$ cat config.mk
export PLATFORM = sky130hd
export DESIGN_NAME = unified_mem_arbiter
export DESIGN_NICKNAME = d
export VERILOG_FILES = /design/src/rtl/mem_arb_pkg.sv /design/src/rtl/mem_arb_pick.sv /design/src/rtl/unified_mem_arbiter.sv
export SDC_FILE = /design/constraint.sdc
export NUM_CORES = 1
export LEC_CHECK = 0
export BUFFER_PORTS_ARGS = -buffer_cell sky130_fd_sc_hd__buf_2
export CAP_MARGIN = 20
export CORE_AREA = 2 2 103 105
export CTS_CLUSTER_DIAMETER = 150
export DETAILED_ROUTE_END_ITERATION = 8
export DIE_AREA = 0 0 105 107
export PLACE_DENSITY = 0.84
export SLEW_MARGIN = 20
export SYNTH_ARGS = -nofsm -noshare
export SYNTH_HDL_FRONTEND = slang
export SYNTH_SLANG_ARGS = --single-unit
$ cat constraint.sdc
create_clock -name clk -period 5.1 [get_ports clk]
set_input_delay 0.255 -clock clk [delete_from_list [all_inputs] [get_ports clk]]
set_output_delay 0.255 -clock clk [all_outputs]
set_load 0.1 [all_outputs]
$ cat src/rtl/mem_arb_pkg.sv
// Shared types and constants for the unified memory arbiter.
// Imported by the pick logic and the arbiter top.
package mem_arb_pkg;

  typedef enum logic {
    IDLE,
    WAIT
  } state_t;

  typedef enum logic [1:0] {
    NONE,
    FETCH,
    LOAD
  } owner_t;

  // cnt holds RD_LATENCY-1 (max 7); streak holds up to 15
  localparam int CNT_W    = 3;
  localparam int STREAK_W = 4;

  // grant vector bit positions
  localparam int G_FETCH = 0;
  localparam int G_DATA  = 1;

endpackage

$ cat src/rtl/mem_arb_pick.sv
// Priority pick between fetch and data ports.
// Data wins unless a waiting fetch has seen a full data streak.
module mem_arb_pick
  import mem_arb_pkg::*;
#(
  parameter int MAX_DATA_STREAK = 4
) (
  input  logic                i_req,
  input  logic                d_req,
  input  logic [STREAK_W-1:0] streak,
  input  logic                can_issue,
  output logic [1:0]          gnt
);

  logic starve;

  assign starve = i_req &&
    (streak == STREAK_W'(MAX_DATA_STREAK));

  // one-hot grant; nothing while issue is blocked
  always_comb begin
    gnt = '0;
    if (can_issue) begin
      if (i_req && (starve || !d_req))
        gnt[G_FETCH] = 1'b1;
      else if (d_req)
        gnt[G_DATA] = 1'b1;
    end
  end

endmodule

$ cat src/rtl/unified_mem_arbiter.sv
// Fetch/data arbiter in front of a single-port fixed-latency memory.
// One read in flight; stores complete in their issue cycle.
module unified_mem_arbiter
  import mem_arb_pkg::*;
#(
  parameter int ADDR_W          = 32,
  parameter int DATA_W          = 32,
  parameter int RD_LATENCY      = 1,
  parameter int MAX_DATA_STREAK = 4
) (
  input  logic              clk,
  input  logic              reset,
  input  logic              i_req,
  input  logic [ADDR_W-1:0] i_addr,
  input  logic              i_cancel,
  output logic              i_gnt,
  output logic              i_rvalid,
  output logic [DATA_W-1:0] i_rdata,
  input  logic              d_req,
  input  logic              d_we,
  input  logic [ADDR_W-1:0] d_addr,
  input  logic [DATA_W-1:0] d_wdata,
  output logic              d_gnt,
  output logic              d_rvalid,
  output logic [DATA_W-1:0] d_rdata,
  output logic              mem_en,
  output logic              mem_we,
  output logic [ADDR_W-1:0] mem_addr,
  output logic [DATA_W-1:0] mem_wdata,
  input  logic [DATA_W-1:0] mem_rdata,
  output logic              busy
);

  state_t              state;
  owner_t              owner;
  logic [CNT_W-1:0]    cnt;
  logic [STREAK_W-1:0] streak;
  logic                drop;
  logic [DATA_W-1:0]   i_rdata_q;
  logic [DATA_W-1:0]   d_rdata_q;

  logic       can_issue;
  logic       done;
  logic       read_gnt;
  logic [1:0] gnt;

  // reset gates issue so every output is 0 while held
  assign done = (state == WAIT) && (cnt == '0);
  assign can_issue = reset &&
    ((state == IDLE) || done);

  mem_arb_pick #(
    .MAX_DATA_STREAK(MAX_DATA_STREAK)
  ) u_pick (
    .i_req    (i_req),
    .d_req    (d_req),
    .streak   (streak),
    .can_issue(can_issue),
    .gnt      (gnt)
  );

  assign i_gnt    = gnt[G_FETCH];
  assign d_gnt    = gnt[G_DATA];
  assign read_gnt = i_gnt || (d_gnt && !d_we);

  // memory strobes follow the grant
  always_comb begin
    mem_en    = i_gnt || d_gnt;
    mem_we    = d_gnt && d_we;
    mem_addr  = '0;
    mem_wdata = '0;
    if (i_gnt)
      mem_addr = i_addr;
    else if (d_gnt)
      mem_addr = d_addr;
    if (d_gnt && d_we)
      mem_wdata = d_wdata;
  end

  // completion routing; a same-cycle cancel also drops
  always_comb begin
    i_rvalid = done && (owner == FETCH) &&
      !drop && !i_cancel;
    d_rvalid = done && (owner == LOAD);
    i_rdata  = i_rvalid ? mem_rdata : i_rdata_q;
    d_rdata  = d_rvalid ? mem_rdata : d_rdata_q;
  end

  assign busy = (state == WAIT);

  // read FSM, latency counter, streak and held rdata
  always_ff @(posedge clk or negedge reset) begin
    if (!reset) begin
      state     <= IDLE;
      owner     <= NONE;
      cnt       <= '0;
      streak    <= '0;
      drop      <= 1'b0;
      i_rdata_q <= '0;
      d_rdata_q <= '0;
    end else begin
      if (i_rvalid)
        i_rdata_q <= mem_rdata;
      if (d_rvalid)
        d_rdata_q <= mem_rdata;

      if (i_gnt || !i_req)
        streak <= '0;
      else if (d_gnt &&
               streak != STREAK_W'(MAX_DATA_STREAK))
        streak <= streak + 1'b1;

      if (read_gnt) begin
        state <= WAIT;
        cnt   <= CNT_W'(RD_LATENCY - 1);
        owner <= i_gnt ? FETCH : LOAD;
        drop  <= i_gnt && i_cancel;
      end else if (state == WAIT) begin
        if (cnt != '0) begin
          cnt <= cnt - 1'b1;
          if (i_cancel && owner == FETCH)
            drop <= 1'b1;
        end else begin
          state <= IDLE;
          owner <= NONE;
          drop  <= 1'b0;
        end
      end
    end
  end

endmodule
## After elaboration in Yosys (flattened, before gate mapping)

Index checks and enable logic that the tools add are counted.

| storage, ports and cells | value |
|---|---|
| flip-flop bits (word level) | 75 |
| input port bits | 134 |
| logic and storage cells | 72 |

| operators by class | value |
|---|---|
| $add $sub $neg | 2 |
| equal/unequal tests | 6 |
| muxes and demuxes | 25 |
| bitwise operators | 1 |
| reductions and logical operators | 31 |

Operators with widths:

| kind | number |
|---|---|
| $mux 32 | 5 |
| $logic_and 1x1->1 | 13 |
| $mux 1 | 10 |
| $mux 2 | 5 |
| $mux 3 | 3 |
| $mux 4 | 2 |
| $reduce_and 2->1 | 3 |
| $reduce_bool 2->1 | 3 |
| $logic_not 1->1 | 5 |
| $logic_or 1x1->1 | 5 |
| $add 4x1->4 const B | 1 |
| $eq 4x3->1 const B | 1 |
| $ne 4x3->1 const B | 1 |
| $logic_not 3->1 | 1 |
| $ne 3x2->1 const B | 1 |
| $reduce_bool 3->1 | 1 |
| $sub 3x1->3 const B | 1 |
| $eq 2x1->1 const B | 1 |
| $eq 2x2->1 const B | 1 |
| $ne 2x2->1 const B | 1 |
| $not 1->1 | 1 |

## Depth between registers and ports, before layout

| logic depth | value |
|---|---|
| depth after elaboration | 10 |
| depth in mapped cells | 8 |
| mapped depth without buffers | 6 |

## Cells and area by module

From an unflattened synthesis, not the netlist that was laid out.

| second synthesis, totals | value |
|---|---|
| cells, all modules | 285 |
| area, all modules | 3666.0 µm² |

By module, submodules not included:

| module | times used | cells an instance | area each (µm²) |
|---|---|---|---|
| unified_mem_arbiter | 1 | 280 | 3633.5 |
| mem_arb_pick | 1 | 5 | 32.5 |

## Least setup slack after synthesis

OpenSTA, ideal clock, no wires.

| path | value |
|---|---|
| path type | reg2out |
| start | reg state (netlist: busy) |
| end | out mem_wdata[22] |
| arrival time | 3477 ps |
| setup slack | 1368 ps |
| stages on the path, launching flop included | 6 |
| path buffers | 1 |
| path through | dfrtp_1 inv_1 o21ai_1 nor4_1 clkbuf_1 and2_1 |

| between the ends | value |
|---|---|
| cells in the longest elaborated chain, start to end | 6 |
| elaborated cells on any way between the ends | 7 |

RTL lines:

| item | line | text |
|---|---|---|
| start: declaration | unified_mem_arbiter.sv:34 | `state_t state;` |
| start signal: assignment | unified_mem_arbiter.sv:94 | `state <= IDLE;` |
| start signal: assignment | unified_mem_arbiter.sv:114 | `state <= WAIT;` |
| start signal: assignment | unified_mem_arbiter.sv:124 | `state <= IDLE;` |
| $logic_and 1x1->1 or $not 1->1 (tied branches) | unified_mem_arbiter.sv:48, unified_mem_arbiter.sv:50 |  |
| $logic_or 1x1->1 (*) | unified_mem_arbiter.sv:50 | `((state == IDLE) \|\| done);` |
| $logic_and 1x1->1 (*) | unified_mem_arbiter.sv:49 | `assign can_issue = reset &&` |
| $mux 2 (*) | mem_arb_pick.sv:23 | `if (can_issue) begin` |
| $logic_and 1x1->1 (*) | -- |  |
| net mem_we | unified_mem_arbiter.sv:27 | `output logic mem_we,` |
| $mux 32 (*) | unified_mem_arbiter.sv:76 | `if (d_gnt && d_we)` |
| end: declaration | unified_mem_arbiter.sv:29 | `output logic [DATA_W-1:0] mem_wdata,` |

The timed path passes the listed nets; every way through them passes the cells marked *.

## Worst setup path in the final report

| path | value |
|---|---|
| start | reg cnt[0] |
| end | out i_rdata[0] |

| between the ends | value |
|---|---|
| cells in the longest elaborated chain, start to end | 6 |

RTL lines:

| item | line | text |
|---|---|---|
| start: declaration | unified_mem_arbiter.sv:36 | `logic [CNT_W-1:0] cnt;` |
| start signal: assignment | unified_mem_arbiter.sv:115 | `cnt <= CNT_W'(RD_LATENCY - 1);` |
| start signal: assignment | unified_mem_arbiter.sv:120 | `cnt <= cnt - 1'b1;` |
| $logic_not 3->1 | unified_mem_arbiter.sv:48 | `assign done = (state == WAIT) && (cnt == '0);` |
| $logic_and 1x1->1 | unified_mem_arbiter.sv:48 |  |
| $logic_and 1x1->1 (2 in series) | unified_mem_arbiter.sv:82 | `i_rvalid = done && (owner == FETCH) &&` |
| $logic_and 1x1->1 | unified_mem_arbiter.sv:83 | `!drop && !i_cancel;` |
| $mux 32 | -- |  |
| end: declaration | unified_mem_arbiter.sv:18 | `output logic [DATA_W-1:0] i_rdata,` |

No other way between the ends.

==> flow_summary.json <==
{
  "status": "finished clean",
  "cts-root-buf": "clkbuf_8",
  "ir_drop_v": 0.000379,
  "clk_latency_ns": 0.34,
  "fin_total_pwr_mw": 3.47,
  "worst_setup_path_start_kind": "register",
  "synth_area_um2": 3660,
  "path_cells": "inv_1, ha_1, nor2b_4, nand2_2, or4_2, mux2_2, buf_2",
  "power.density_nw_per_um2": 649,
  "fillers": 906,
  "ys_ff_latch": 75,
  "seq_area_um2": 1880,
  "setup_viol": 0,
  "synth_top_cell_area_share_pct": 51.3,
  "antenna_found_initial": 0,
  "end_kind": "primary output",
  "synthesis.instances": 280,
  "wl_per_cell_um": 17.0,
  "min_period_over_period_pct": 69.2,
  "crit_required_ns": 4.85,
  "viasPerCell": 4.80,
  "fp.dieH_um": 107,
  "max_stage_delay_ns": 1.15,
  "period_minus_slack_ns": 3.53,
  "final_common_cell": "buf_2",
  "die_w_um": 105,
  "core_um2": 10100,
  "cts_tree": "done",
  "ys.warnings.count": 0,
  "finClkSkew_ns": 0.00939,
  "finalWirelength_um": 11700,
  "post_cts_resize_count": 0,
  "grt_pass1_wl_um": 18000,
  "syn_to_final_growth_pct": 46.2,
  "crit_fanout": 33,
  "n_antenna_cell": 0,
  "mostFrequentLayoutCells": "buf_2 (268), dfrtp_1 (75), mux2_2 (35)",
  "postCtsHoldBufs": 1,
  "routabilityCongestion": 0.893,
  "fp.dieArea_um2": 11200,
  "multiInputGateArea_um2": 1680,
  "ant_nets": 0,
  "fmax_mhz": 283,
  "syn_nets": 418,
  "dp_hpwl_um": 9410,
  "yosysSeqAreaShare_pct": 51.3,
  "worst_pin_slew_ns": 1.08,
  "rows": 37,
  "finalNonFillerCells": 689,
  "initial_core_util_pct": 36.2,
  "fin_util_pct": 53.0,
  "fin_area_um2": 5350,
  "avgSynthCellArea_um2": 13.1,
  "post-route-drc-count": 0,
  "dp.cells": 673,
  "cts_made_buffers": 9,
  "hold_viol": 0,
  "drt_pass1_iterations": 4,
  "fin_nets": 687,
  "ioPinCount": 269,
  "cp_slowest_cell": "or4_2",
  "vias": 3308,
  "fin_tns_setup_ns": 0,
  "htree_levels": 3,
  "portBuffers": 268,
  "grt_max_degree": 43,
  "ys_top_cells_by_area": "dfrtp_1 (51%), mux2_4 (12%), mux2_2 (11%)",
  "grt_use_total_pct": 20.6,
  "clk_pin_slew_ns": 0.07,
  "drive_gt1_share_pct": 64.7,
  "arrival_ns": 3.28,
  "p_leak_nw": 3.02,
  "slew_headroom_pct": 28.0,
  "grt-ovfl-total": 0,
  "grt_pass1_vias": 3465,
  "maxSlewViolCount": 0,
  "rsz0062_at_grt": "no",
  "drtIter0Drc": 180,
  "postCtsSetupBuffers": 0,
  "place_area_um2": 5140,
  "clock_path_buffers": 2,
  "synth.distinct_cells": 37,
  "synth_top_area_cell": "dfrtp_1",
  "cts_num_sinks": 75,
  "critical_path_class": "register to primary output",
  "hold_path.class": "primary input to register",
  "maxCapViolations": 0
}
flip-flops by register name, summed over array words and instances, names as in the netlist:
register	cells
busy	1
cnt	3
d_rdata_q	32
drop	1
i_rdata_q	32
owner	2
streak	4
critical path: cells and delay by family, from the launching register on:
| kind | cells | cell delay, ns |
|---|---|---|
| buf+inv | 2 | 0.51 |
| mux | 1 | 0.41 |
| simple gates | 3 | 1.43 |
| flops | 1 | 0.39 |
| fa+ha+maj | 1 | 0.17 |
per-layer routing:
metal	routed length, um	track usage, %
met2	6110	36.7
met4	249	8.10
met1	4340	22.4
met3	990	7.17
met5	0	0
cells in the mapped netlist, drive strengths merged:
library cell	count
clkbuf	6
mux2	64
a32o	2
o31ai	1
xor2	1
ha	4
a22o	32
o21ai	2
inv	9
a21boi	1
nor3b	1
a21o	1
nand4	1
and2	32
nor3	2
dfrtp	75
nand4b	1
nor4	1
a21oi	6
o22ai	1
a31oi	1
and4b	1
or4	1
nor2	6
xnor2	1
a211oi	1
nand2b	2
buf	10
nand2	6
a31o	1
nor2b	2
nand3	5
kinds of logic (layout without fill, tap and decap cells):
kind of cell / Yosys count / after routing / synth area share, %
adders and majority gates: 4 / 4 / 1.37
buffers and inverters: 25 / 298 / 3.42
DFF: 75 / 75 / 51.3
and+or+nand+nor: 61 / 61 / 10.0
AOI/OAI and AO/OA: 49 / 49 / 10.7
xor gates and xnor gates: 2 / 2 / 0.479
muxes: 64 / 64 / 22.7
through the flow:
step	hold slack, ns	setup slack, ns
after CTS	0.145	1.37
after detailed placement	0.315	1.90
after global placement	0.312	2.00
after floorplan	-0.0406	1.37
final	0.170	1.57
after global routing	0.145	1.40
path summary, 6_finish.rpt:
check	start	to	slack, ns	cells past startpoint
worst max-delay path	cnt[0]	i_rdata[0]	1.57	7
worst min-delay path	mem_rdata[14]	i_rdata_q[14]	0.17	2
worst max register to register	cnt[0]	i_rdata_q[19]	2.39	6
worst min register to register	i_rdata_q[10]	i_rdata_q[10]	0.49	1
max in group asynchronous	reset	d_rdata_q[31]	3.73	4
min in group asynchronous	reset	i_rdata_q[28]	0.48	3
final cells by class:
class	count	share of cell area (%)
clock buffers	13	2.97
clock inverters	2	0.655
inverters	9	0.632
multi-input cells	180	31.5
flip-flops and latches	75	35.1
well taps	136	3.18
repair buffers	274	26.0
report_power, final:
group | internal, mW | leakage [nW] | switching (mW)
clock | 0.250 | 0.0995 | 0.198
sequential | 0.777 | 0.929 | 0.0519
combinational | 0.377 | 1.99 | 1.81
total | 1.40 | 3.02 | 2.07
Note: power is estimated with default switching activity, not from simulation.
